**src/rtl/kernel_ram_ctrl.sv**
```systemverilog
// Kernel RAM controller: loads a burst of kernel bytes into the 8x8 kernel RAM
// and replays them in address order for a programmable number of passes,
// hiding the RAM's one-cycle registered read latency behind an issue flag.
module kernel_ram_ctrl #(
  parameter int WORDS = 8,
  parameter int AW    = 3,
  parameter int DW    = 8
) (
  input  logic          clk,
  input  logic          rst_n,
  input  logic          load_start_i,
  input  logic          read_start_i,
  input  logic [3:0]    passes_i,
  input  logic          in_valid_i,
  input  logic [DW-1:0] in_data_i,
  output logic          in_ready_o,
  output logic          out_valid_o,
  output logic [DW-1:0] out_data_o,
  output logic          out_last_o,
  output logic          busy_o,
  output logic          loaded_o,
  output logic          ram_wr_o,
  output logic [AW-1:0] ram_addr_o,
  output logic [DW-1:0] ram_din_o,
  input  logic [DW-1:0] ram_dout_i
);

  typedef enum logic [1:0] {
    IDLE  = 2'd0,
    LOAD  = 2'd1,
    READ  = 2'd2,
    DRAIN = 2'd3
  } state_t;

  localparam logic [AW-1:0] LastAddr = AW'(WORDS - 1);

  state_t        state_q, state_d;
  logic [AW-1:0] wptr_q, wptr_d;
  logic [AW-1:0] rptr_q, rptr_d;
  logic [3:0]    passLeft_q, passLeft_d;
  logic          issue_q, issue_d;
  logic          issueLast_q, issueLast_d;
  logic          loaded_q, loaded_d;

  // State and datapath registers; reset returns to IDLE and invalidates the RAM image.
  always_ff @(posedge clk or negedge rst_n) begin
    if (!rst_n) begin
      state_q     <= IDLE;
      wptr_q      <= '0;
      rptr_q      <= '0;
      passLeft_q  <= '0;
      issue_q     <= 1'b0;
      issueLast_q <= 1'b0;
      loaded_q    <= 1'b0;
    end else begin
      state_q     <= state_d;
      wptr_q      <= wptr_d;
      rptr_q      <= rptr_d;
      passLeft_q  <= passLeft_d;
      issue_q     <= issue_d;
      issueLast_q <= issueLast_d;
      loaded_q    <= loaded_d;
    end
  end

  // Next-state logic and RAM-side drive; LOAD writes pass straight through so the beat lands on the accepting edge.
  always_comb begin
    state_d     = state_q;
    wptr_d      = wptr_q;
    rptr_d      = rptr_q;
    passLeft_d  = passLeft_q;
    issue_d     = 1'b0;
    issueLast_d = 1'b0;
    loaded_d    = loaded_q;
    in_ready_o  = 1'b0;
    ram_wr_o    = 1'b0;
    ram_addr_o  = '0;
    ram_din_o   = '0;

    unique case (state_q)
      IDLE: begin
        if (load_start_i) begin
          state_d  = LOAD;
          wptr_d   = '0;
          loaded_d = 1'b0;
        end else if (read_start_i && loaded_q) begin
          state_d    = READ;
          rptr_d     = '0;
          passLeft_d = (passes_i == 4'd0) ? 4'd1 : passes_i;
        end
      end

      LOAD: begin
        in_ready_o = 1'b1;
        ram_wr_o   = in_valid_i;
        ram_addr_o = wptr_q;
        ram_din_o  = in_data_i;
        if (in_valid_i) begin
          wptr_d = wptr_q + AW'(1);
          if (wptr_q == LastAddr) begin
            loaded_d = 1'b1;
            state_d  = IDLE;
          end
        end
      end

      READ: begin
        ram_addr_o = rptr_q;
        issue_d    = 1'b1;
        if (rptr_q == LastAddr) begin
          rptr_d     = '0;
          passLeft_d = passLeft_q - 4'd1;
          if (passLeft_q == 4'd1) begin
            issueLast_d = 1'b1;
            state_d     = DRAIN;
          end
        end else begin
          rptr_d = rptr_q + AW'(1);
        end
      end

      DRAIN: begin
        state_d = IDLE;
      end

      default: begin
        state_d = IDLE;
      end
    endcase
  end

  assign out_valid_o = issue_q;
  assign out_data_o  = issue_q ? ram_dout_i : '0;
  assign out_last_o  = issueLast_q;
  assign busy_o      = (state_q != IDLE);
  assign loaded_o    = loaded_q;

endmodule
```
**config.mk**
```make
export PLATFORM = sky130hd
export DESIGN_NAME = kernel_ram_ctrl
export DESIGN_NICKNAME = d
export VERILOG_FILES = /design/src/rtl/kernel_ram_ctrl.sv
export SDC_FILE = /design/constraint.sdc
export NUM_CORES = 1
export LEC_CHECK = 0
export CAP_MARGIN = 10
export CORE_MARGIN = 3
export CORE_UTILIZATION = 33
export CTS_CLUSTER_DIAMETER = 80
export DETAILED_ROUTE_END_ITERATION = 10
export HOLD_SLACK_MARGIN = 0.08
export PLACE_DENSITY = 0.78
export SLEW_MARGIN = 20
export SYNTH_ARGS = -nofsm -noshare
export SYNTH_HDL_FRONTEND = slang
export SYNTH_SLANG_ARGS = --single-unit
```
**constraint.sdc**
```tcl
create_clock -name clk -period 1.8 [get_ports clk]
set_input_delay 0.36 -clock clk [delete_from_list [all_inputs] [get_ports clk]]
set_output_delay 0.36 -clock clk [all_outputs]
set_load 0.02 [all_outputs]
```
After elaboration in Yosys (flattened, before gate mapping)
Cells that the tools add are included.

$add $sub $neg: 3. Multiply operators: 0. Div/mod/pow operators: 0. Magnitude comparators: 0. Equal/unequal tests: 14. Shift operators: 0. Multiplexer cells: 32. Bitwise operators: 0. Reduce and logical (&&, ||, !) cells: 11.

Operators by type and width (number): 3-bit one-hot mux with 2 select lines (3); 4-bit 2-to-1 mux (4); 8-bit 2-to-1 mux (2); 3-bit 2-to-1 mux (5); 2-bit inequality test (second input constant) (7); 2-bit 2-to-1 mux (6); 1-bit 2-to-1 mux (9); 2-bit one-hot mux with 4 select lines (1); 4-bit one-hot mux with 2 select lines (1); 4-bit AND reduction (2); 3-bit by 1-bit adder with 3-bit output (second input constant) (2); 3-bit equality test (second input constant) (2); 3-bit AND reduction (2); 2-bit nonzero test (3); 5-bit AND reduction (1); 2-bit equality test (second input constant) (2); 4-bit by 1-bit equality test with 1-bit output (second input constant) (1); 4-bit zero test (1); 4-bit by 1-bit subtractor with 4-bit output (second input constant) (1); 3-bit inequality test (second input constant) (1); 2-bit by 1-bit equality test with 1-bit output (second input constant) (1); 2-bit zero test (1); 1-bit one-hot mux with 2 select lines (1); 1-bit logical AND (1).

Register bits: 15. Latch bits: 0. Bits in writable memories: 0. ROM bits: 0. Input bits: 25. Output and inout bits: 25. Word-level logic and storage cells: 67. Memories: 0.

Depth between registers and ports, before layout
Gate-level depths: netlist of the first run.

Depth after elaboration: 5. Mapped depth: 7.

Worst setup path after synthesis of the first run
No wires, ideal clock.

Kind: reg2reg. Start: reg state_q[0]. End: reg state_q[0]. Data arrival time: 1724 ps. Path slack: -52 ps. Cell stages (with the launch flop): 8. Cell sequence: dfrtp_1 > inv_1 > ha_1 > buf_6 > inv_1 > nor2_1 > a222oi_1 > mux2_1.

Longest elaborated chain between the ends: 3. Elaborated cells between the ends (all ways): 11. Classes of those cells: 8 x eq/ne; 1 x mux; 2 x reduce/logical.

Ends and longest elaborated chain: start: declaration (line 37) `state_t state_q, state_d;`; start signal: assignment (line 56) `state_q <= state_d;`; 2-bit equality test, or another cell as far along (line 80) `unique case (state_q)`; 2-bit inequality test (no line) or 3-bit inequality test (tied branches); 5-bit AND reduction (no line).

Several ways; a longest one is shown, not always the timed one. A chain may end at the register's enable or synchronous reset.

Worst setup path in the final report of the first run
Ends and elaborated chain as after synthesis.

==> run_results.csv, run 1 <==
group,metric,value,unit
clock_tree,cts-root-buf,"clkbuf_4",
layout,area_growth,82.4,%
floorplanning,ioPinCount,50,
clock_tree,cts_max_level,1,
grt,grt_overflow_total,0,
layout,final_cell_mix,"clkdlybuf4s50_1 (27), buf_4 (21), buf_6 (19)",
floorplanning,die-area,3990,um^2
grt,first_global_vias,1236,
pwr,leakage,0.933,nW
route,ant_nets,0,
synth,syn-num-nets,158,
sta,period_share,102,%
sta,finalMaxSlewViolations,0,
sta,hold_slack,0.370,ns
critical_path,crit_required,1.99,ns
sta,slew_headroom,79.7,%
critical_path,critPathCaptureType,"register",
floorplanning,chipHeight,63.2,um
grt,grt_pass1_wl,5.74,mm
place,dpl_cell_area,1760,um^2
route,post_drt_via_cell_ratio,5.04,
layout,num_antenna_cells,0,
sta,rsz0062_at_grt,"yes",
route,post-route-drc-count,0,
grt,grt_usage,17.9,%
synth,ys_seq_area_share,34.8,%
run_status,status,"complete, but fails checks",
layout,nFillCells,262,
sta,worstMarginPinSlew,0.302,ns
pwr,power_density,1450,nW/um^2
clock_tree,cts_tree,"done",
synth,synth.largest_area_cell,"dfrtp_1",
sta,fmax,0.544,GHz
sta,fin_ws,-0.0387,ns
synth,syn_area_per_cell,8.71,um^2
sta,skew,0.00325,ns
place,place_congestion,0.834,
route,routed_wl,3.80,mm
synth,ys_warn_count,0,
critical_path,crit_arrival,2.03,ns
clock_tree,clock-sinks,15,
synth,ys_types,32,
layout,final_nets,234,
route,via_count,1225,
synth,yosysTopAreaCellShare,34.8,%
grt,grt_max_degree,16,
place,portBuffers,49,
floorplanning,initial_core_util,35.1,%
grt,antenna_found_initial,0,
floorplanning,rows,20,
sta,min_period,1.84,ns
clock_tree,hold_buffers,0,
route,firstDrtPassIters,4,
place,hpwl,2.72,mm
clock_tree,path_clk_slew,0.10,ns
synth,ys_ff_latch,15,
clock_tree,clk_latency,0.30,ns
critical_path,worstSetupStartpointType,"register",
route,post_drt_wl_per_cell,15.6,um
pwr,peakVddDrop,0.000982,V
layout,final_common_cell,"clkdlybuf4s50_1",
critical_path,cp_max_fo,6,
layout,drive_above_1_share,36.2,%
run_status,failed_checks,"setup timing",
critical_path,critPathKind,"reg -> reg",
floorplanning,core-area,3080,um^2
layout,fin_area,1970,um^2
synth,yosys-top-cells-area,"dfrtp_1 (35%), ha_1 (10%), and2_1 (9.3%)",
floorplanning,die_x,63.2,um
clock_tree,clock_path_buffers,2,
sta,finalSetupViolCount,3,
synth,syn_inst,124,
clock_tree,cts_made_buffers,3,
synth,synth_area,1080,um^2
sta,final_hold_viol_count,0,
route,drt_iter0_drc,38,
run,maxCapViolCount,0,
worst_hold_path,hold_path.class,"in -> async",
pwr,p_total,2.85,mW
[per-layer routing]
layer / GRT usage, % / share of wire [%]
met2: 33.7 / 56
met1: 19.8 / 38
met5: 0 / 0
met3: 3.57 / 4.2
met4: 6.20 / 1.8
[what timing repair did]
action | in CTS | in global routing
setup buffers | 2 | 3
gates cloned | 0 | 1
endpoints found under the setup margin | 26 | 22
pin swaps | 1 | 5
gates resized for setup | 65 | 56
[state kept, by name, indices dropped and copies added, names as in the netlist]
signal	cells
rptr_q	3
out_valid_o	1
loaded_o	1
state_q	2
passLeft_q	4
wptr_q	3
out_last_o	1
[cell usage after synthesis (all sizes together)]
library cell  number
a21oi              3
a221o              1
a221oi             1
a222oi             1
a22o               1
a22oi              3
a31oi              3
and2              16
and3               1
buf                2
clkbuf             4
dfrtp             15
ha                 9
inv               11
mux2               4
mux2i              3
nand2             10
nand2b             3
nand3              3
nand3b             1
nand4b             1
nor2               3
nor2b              5
nor3               5
nor4               1
nor4b              1
o21a               1
o21ai              9
o221ai             1
o22ai              2
[power breakdown]
group	total [mW]	internal, mW	switching, mW
sequential	0.586	0.458	0.128
combinational	2.05	1.10	0.954
clock	0.212	0.0829	0.129
[cell type report]
class                      instances  area (um^2)  area share (%)
sequential                        15          375            19.1
tap                               44         55.1            2.80
multi-input combinational         92          743            37.7
clock buffer                       3         22.5            1.14
timing repair buffer              77          727            36.9
clock inverter                     1         5.00           0.254
inverter                          11         41.3            2.10
[critical path, cell delays in order (launching register included)]
cell      delay [ns]
dfrtp_1         0.43
buf_6           0.14
ha_4            0.19
buf_6           0.13
buf_6           0.11
a222oi_1        0.25
buf_4           0.19
mux2_4          0.29
[kinds of logic after synthesis]
| logic type | synth area share (%) |
|---|---|
| AOI/OAI and AO/OA | 15.5 |
| adders and majority gates | 10.4 |
| buffers and inverters | 6.72 |
| DFF | 34.8 |
| muxes | 6.95 |
| and+or+nand+nor | 25.6 |
[final timing paths]
check	start	end	slack (ns)	cells past startpoint
max reg2reg	state_q[0]	state_q[0]	-0.04	7
max in group asynchronous	rst_n	rptr_q[1]	1.25	2
max	state_q[0]	state_q[0]	-0.04	7
min reg2reg	loaded_o	loaded_o	0.60	2
min	rst_n	out_last_o	0.37	2
min in group clk	loaded_o	loaded_o	0.60	2
[metrics by stage]
stage / utilization (%) / setup TNS (ns) / worst slack (ns) / cells
floorplan: - / -0.0234 / -0.0234 / 124
global route: 64.0 / -0.790 / -0.116 / 243
global placement: 57.3 / -2.15 / -0.124 / 233
CTS: 57.9 / -0.249 / -0.123 / 239
finish: 64.0 / -0.0524 / -0.0387 / 243
detailed placement: 57.3 / -3.07 / -0.193 / 233
Note: power is estimated with default switching activity, not from simulation.
==> run 2, diff against run 1 <==
--- a/config.mk
+++ b/config.mk
@@ -5,11 +5,12 @@
 export SDC_FILE = /design/constraint.sdc
 export NUM_CORES = 1
 export LEC_CHECK = 0
-export CAP_MARGIN = 10
+export CAP_MARGIN = 5
 export CORE_MARGIN = 3
 export CORE_UTILIZATION = 33
 export CTS_CLUSTER_DIAMETER = 80
 export DETAILED_ROUTE_END_ITERATION = 10
+export GPL_TIMING_DRIVEN = 0
 export HOLD_SLACK_MARGIN = 0.08
 export PLACE_DENSITY = 0.78
 export SLEW_MARGIN = 20
==> constraint.sdc (replaced) <==
create_clock -name clk -period 1.8 [get_ports clk]
set_input_delay 0.36 -clock clk [delete_from_list [all_inputs] [get_ports clk]]
set_output_delay 0.36 -clock clk [all_outputs]
set_load 0.1 [all_outputs]
==> run 2 against run 1 <==
The flow still finishes with violations (setup timing). Clock skew grew 0.0032 ns. Global-route usage up 0.11 points. Critical path depth rose by 2. Setup slack got worse by 0.17 ns. Combinational power grew 62%. Cell area is 9.4% higher. Power is 44% higher. Final cell count decreased by 1.6%. Non-clock buffer count down 4. Sequential power rose by 3%. Sequential share of layout area shrank 1.5 points. Core utilization is 6.0 points higher. Critical path type unchanged. Largest cell class is now non-clock buffers.
==> run_results.csv, run 2 (synthesized netlist as in run 1, its figures left out) <==
group,metric,value,unit
run_status,status,"complete, but fails checks",
run_status,failed_checks,"setup timing",
critical_path,r2r_slack,-0.21,ns
place,place_congestion,0.898,
layout,multiInputGateArea,792,um^2
sta,finalMaxSlewViolations,0,
layout,drive_above_1_share,48.2,%
grt,first_global_vias,1199,
pwr,internal_power,1.99,mW
route,post_drt_wl_per_cell,15.7,um
clock_tree,clk_latency,0.28,ns
sta,min_period,2.01,ns
layout,reg_top3,"passLeft_q (4), rptr_q (3), wptr_q (3)",
grt,grt_pass1_wl,5.80,mm
pwr,power_density,1910,nW/um^2
critical_path,reg2reg_depth,9,
clock_tree,cts-root-buf,"clkbuf_4",
clock_tree,cts_max_level,1,
pwr,combPwrFrac,80.6,%
grt,grt_usage,18.0,%
sta,final_hold_viol_count,0,
grt,antenna_found_initial,0,
sta,fin_ws,-0.207,ns
critical_path,rr_startpoint,"state_q[0]",
floorplanning,die-area,3990,um^2
grt,grt_overflow_total,0,
route,routed_wl,3.75,mm
place,dpl_cell_area,1730,um^2
sta,slew_headroom,52.7,%
layout,area_growth,99.5,%
route,post-route-drc-count,0,
clock_tree,cts_tree,"done",
pwr,p_total,4.12,mW
sta,period_share,111,%
critical_path,cp_max_fo,5,
floorplanning,core-area,3080,um^2
sta,finalSetupViolCount,15,
route,ant_nets,0,
layout,nFillCells,219,
critical_path,worstSetupStartpointType,"register",
sta,worstMarginPinSlew,0.707,ns
sta,hold_slack,0.489,ns
clock_tree,path_clk_slew,0.10,ns
layout,largest_reg_flops,4,
clock_tree,cts_made_buffers,3,
sta,skew,0.00641,ns
pwr,switching_share,51.6,%
floorplanning,ioPinCount,50,
worst_hold_path,hold_path.class,"in -> async",
pwr,peakVddDrop,0.000794,V
critical_path,critPathKind,"reg -> reg",
floorplanning,chipHeight,63.2,um
floorplanning,die_x,63.2,um
route,firstDrtPassIters,4,
layout,regMostFlops,"passLeft_q",
pwr,seqPwrFrac,14.6,%
place,portBuffers,48,
grt,grt_max_degree,16,
clock_tree,clock_path_buffers,2,
layout,fin_area,2150,um^2
critical_path,rr_endpoint,"state_q[1]",
clock_tree,hold_buffers,0,
route,post_drt_via_cell_ratio,5.16,
sta,rsz0062_at_grt,"yes",
pwr,leakage,0.963,nW
sta,fmax,0.498,GHz
run,maxCapViolCount,0,
critical_path,crit_arrival,2.20,ns
floorplanning,rows,20,
layout,final_cell_mix,"clkdlybuf4s50_1 (23), buf_12 (14), dfrtp_1 (13), buf_4 (13)",
pwr,switchingPower,2.13,mW
layout,final_common_cell,"clkdlybuf4s50_1",
route,via_count,1233,
floorplanning,initial_core_util,35.1,%
pwr,pwr-share-clk,4.8,%
route,drt_iter0_drc,48,
critical_path,crit_required,2.00,ns
layout,final_nets,230,
clock_tree,clock-sinks,15,
place,hpwl,2.39,mm
layout,ff_latch_area,378,um^2
critical_path,critPathCaptureType,"register",
layout,num_antenna_cells,0,
==> run 2: what timing repair did <==
item,in CTS,in global routing
setup buffers,9,9
pin swaps,12,4
resized for setup,184,14
endpoints found under the setup margin,31,19
cloned,2,0
==> run 2: how the worst max path moves through the flow <==
stage	from	end	slack (ns)	cells past startpoint
after global placement	state_q[0]	ram_addr_o[0]	-0.95	7
final	state_q[0]	state_q[1]	-0.21	9
after floorplan	state_q[0]	state_q[0]	-0.22	7
after detailed placement	state_q[0]	ram_addr_o[0]	-0.99	7
after global routing	state_q[0]	state_q[0]	-0.30	8
after CTS	state_q[0]	ram_addr_o[2]	-0.19	7
==> run 2: final cells by class <==
cell class	instances	share of cell area, %
multi-input cells	92	36.8
repair buffers	68	35.2
flip-flops and latches	15	17.5
plain buffers	5	4.36
well taps	44	2.56
inverters	11	2.26
clock buffers	3	1.05
clock inverters	1	0.232
==> run 2: worst max-delay path: stages, from the launching register on <==
cell        delay, ns
dfrtp_1          0.42
inv_2            0.07
buf_4            0.14
ha_4             0.15
buf_8            0.12
clkinvlp_4       0.10
nor2_4           0.04
a222oi_1         0.46
buf_4            0.21
mux2i_1          0.21
==> run 2: metal layers <==
| layer | global-route usage (%) | vias up | part of all wire [%] |
|---|---|---|---|
| met5 | 0 | - | 0 |
| met4 | 5.66 | 0 | 1.9 |
| met3 | 2.67 | 9 | 6.5 |
| met2 | 31.8 | 57 | 51 |
| met1 | 22.6 | 593 | 41 |
| li1 | - | 574 | - |
==> run 2: per-stage QoR <==
step | setup WS, ns | utilization [%] | TNS, ns | instances
finish | -0.207 | 70.0 | -2.37 | 239
global route | -0.305 | 70.0 | -3.43 | 239
CTS | -0.192 | 65.7 | -1.77 | 231
detailed placement | -0.988 | 56.3 | -16.45 | 216
global placement | -0.954 | 56.3 | -15.85 | 216
floorplan | -0.224 | - | -1.04 | 124
==> run 2: power by group through the flow <==
stage	Combinational, mW	Clock, mW	Sequential, mW
2_1_floorplan	1.88	0	0.641
3_3_place_gp	2.36	0	0.593
3_5_place_dp	2.40	0	0.607
4_1_cts	2.92	0.201	0.597
5_1_grt	3.47	0.224	0.624
6_report	3.32	0.196	0.602
==> run 3, diff against run 2 <==
--- a/config.mk
+++ b/config.mk
@@ -5,6 +5,7 @@
 export SDC_FILE = /design/constraint.sdc
 export NUM_CORES = 1
 export LEC_CHECK = 0
+export ABC_CLOCK_PERIOD_IN_PS = 1800
 export CAP_MARGIN = 5
 export CORE_MARGIN = 3
 export CORE_UTILIZATION = 33
@@ -17,3 +18,4 @@
 export SYNTH_ARGS = -nofsm -noshare
 export SYNTH_HDL_FRONTEND = slang
 export SYNTH_SLANG_ARGS = --single-unit
+export TNS_END_PERCENT = 10
==> run 3 against run 2 <==
Die area unchanged. Fmax rose by 0.81%. Non-clock buffer count shrank 12. Final cell count fell by 5.0%. Clock-buffer cell count grew 1. The flow still finishes with violations (setup timing). Via count shrank 6.9%. Critical path depth down 3. Clock skew is 0.0011 ns lower. Core utilization decreased by 5.8 points. Combinational power decreased by 13%.
==> run_results.csv, run 3 (synthesized netlist as in run 1, its figures left out) <==
group,metric,value,unit
run_status,status,"complete, but fails checks",
run_status,failed_checks,"setup timing",
layout,reg_top3,"passLeft_q (4), rptr_q (3), wptr_q (3)",
layout,final_cell_mix,"clkdlybuf4s50_1 (23), dfrtp_1 (13), buf_12 (10)",
layout,final_nets,218,
floorplanning,initial_core_util,35.1,%
layout,drive_above_1_share,43.7,%
pwr,peakVddDrop,0.000681,V
sta,final_hold_viol_count,0,
route,post-route-drc-count,0,
sta,worstMarginPinSlew,0.700,ns
grt,grt_usage,18.0,%
route,post_drt_wl_per_cell,15.1,um
floorplanning,chipHeight,63.2,um
pwr,p_total,3.70,mW
place,place_congestion,0.894,
sta,slew_headroom,53.2,%
clock_tree,clk_latency,0.29,ns
sta,skew,0.00527,ns
clock_tree,clock-sinks,15,
critical_path,crit_start,"state_q[0]",
route,via_count,1148,
sta,fin_ws,-0.191,ns
route,post_drt_via_cell_ratio,5.06,
clock_tree,cts_made_buffers,3,
layout,num_antenna_cells,0,
critical_path,worstSetupStartpointType,"register",
run,maxCapViolCount,0,
layout,regMostFlops,"passLeft_q",
sta,period_share,111,%
grt,antenna_found_initial,0,
critical_path,rr_startpoint,"state_q[0]",
pwr,leakage,0.867,nW
pwr,power_density,1870,nW/um^2
floorplanning,ioPinCount,50,
floorplanning,rows,20,
worst_hold_path,hold_path.class,"in -> async",
clock_tree,clock_path_buffers,2,
sta,fmax,0.502,GHz
clock_tree,path_clk_slew,0.10,ns
layout,utilization,64.2,%
critical_path,crit_arrival,1.63,ns
sta,rsz0062_at_grt,"yes",
route,firstDrtPassIters,4,
sta,finalMaxSlewViolations,0,
critical_path,critPathKind,"reg -> out",
clock_tree,cts-root-buf,"clkbuf_4",
critical_path,crit_required,1.44,ns
floorplanning,die-area,3990,um^2
place,hpwl,2.39,mm
route,drt_iter0_drc,35,
clock_tree,cts_tree,"done",
grt,grt_pass1_wl,5.61,mm
layout,largest_reg_flops,4,
critical_path,critPathCaptureType,"output pin",
layout,area_growth,83.0,%
floorplanning,core-area,3080,um^2
floorplanning,die_x,63.2,um
sta,finalSetupViolCount,17,
grt,first_global_vias,1151,
place,portBuffers,48,
clock_tree,cts_max_level,1,
route,ant_nets,0,
route,routed_wl,3.42,mm
layout,final_common_cell,"clkdlybuf4s50_1",
sta,min_period,1.99,ns
critical_path,cp_max_fo,10,
grt,grt_overflow_total,0,
grt,grt_max_degree,16,
-- run 3: per-layer routing --
layer	share of wire [%]	wire length, um	track usage (%)	vias up
met1	41	1390	21.1	546
met2	51	1740	30.0	43
li1	-	-	-	553
met5	0	0	0	-
met4	2.0	69	7.55	0
met3	6.4	218	5.88	6
-- run 3: critical path, cell delays in order, from the launching register on --
cell and delay [ns]:
dfrtp_1 0.41, buf_4 0.15, ha_4 0.16, clkbuf_16 0.16, clkbuf_16 0.16, and2_4 0.14
buf_12 0.16
-- run 3: area by class of cell --
class                      count  area, um^2
inverter                      11        48.8
sequential                    15         378
tap                           44        55.1
multi-input combinational     92         763
timing repair buffer          55         603
fill                         240        1100
clock buffer                   4        26.3
buffer                         6         101
-- run 3: timing repair --
| action | 4_1_cts | 5_1_grt |
|---|---|---|
| resized for setup | 184 | 4 |
| setup endpoints to repair | 29 | 21 |
| hold buffers | 0 | 0 |
| buffers inserted | 5 | 2 |
| pin swaps | 11 | 4 |
-- run 3: final timing paths --
path	end	slack, ns	cells past startpoint
min in group clk	loaded_o	0.55	3
setup / recovery	ram_din_o[3]	-0.19	6
max in group asynchronous	loaded_o	0.83	1
hold reg to reg	state_q[0]	0.57	1
hold / removal	passLeft_q[0]	0.48	1
setup reg to reg	state_q[0]	-0.14	7
-- run 3: report_power, final --
part	leakage, nW	total, mW	switching [mW]	internal (mW)
Combinational	0.663	2.88	1.73	1.15
Sequential	0.189	0.607	0.147	0.460
Clock	0.0150	0.205	0.118	0.0863
-- run 3: stage by stage --
stage	instances	instance area (um^2)	setup slack [ns]	hold slack, ns	setup TNS (ns)
finish	227	1980	-0.191	0.477	-2.37
global route	227	1980	-0.256	0.532	-3.60
CTS	225	1950	-0.260	0.507	-2.14
detailed placement	216	1720	-0.974	0.556	-17.01
global placement	216	1720	-0.956	0.536	-16.50
floorplan	124	1190	-0.236	0.0644	-2.65
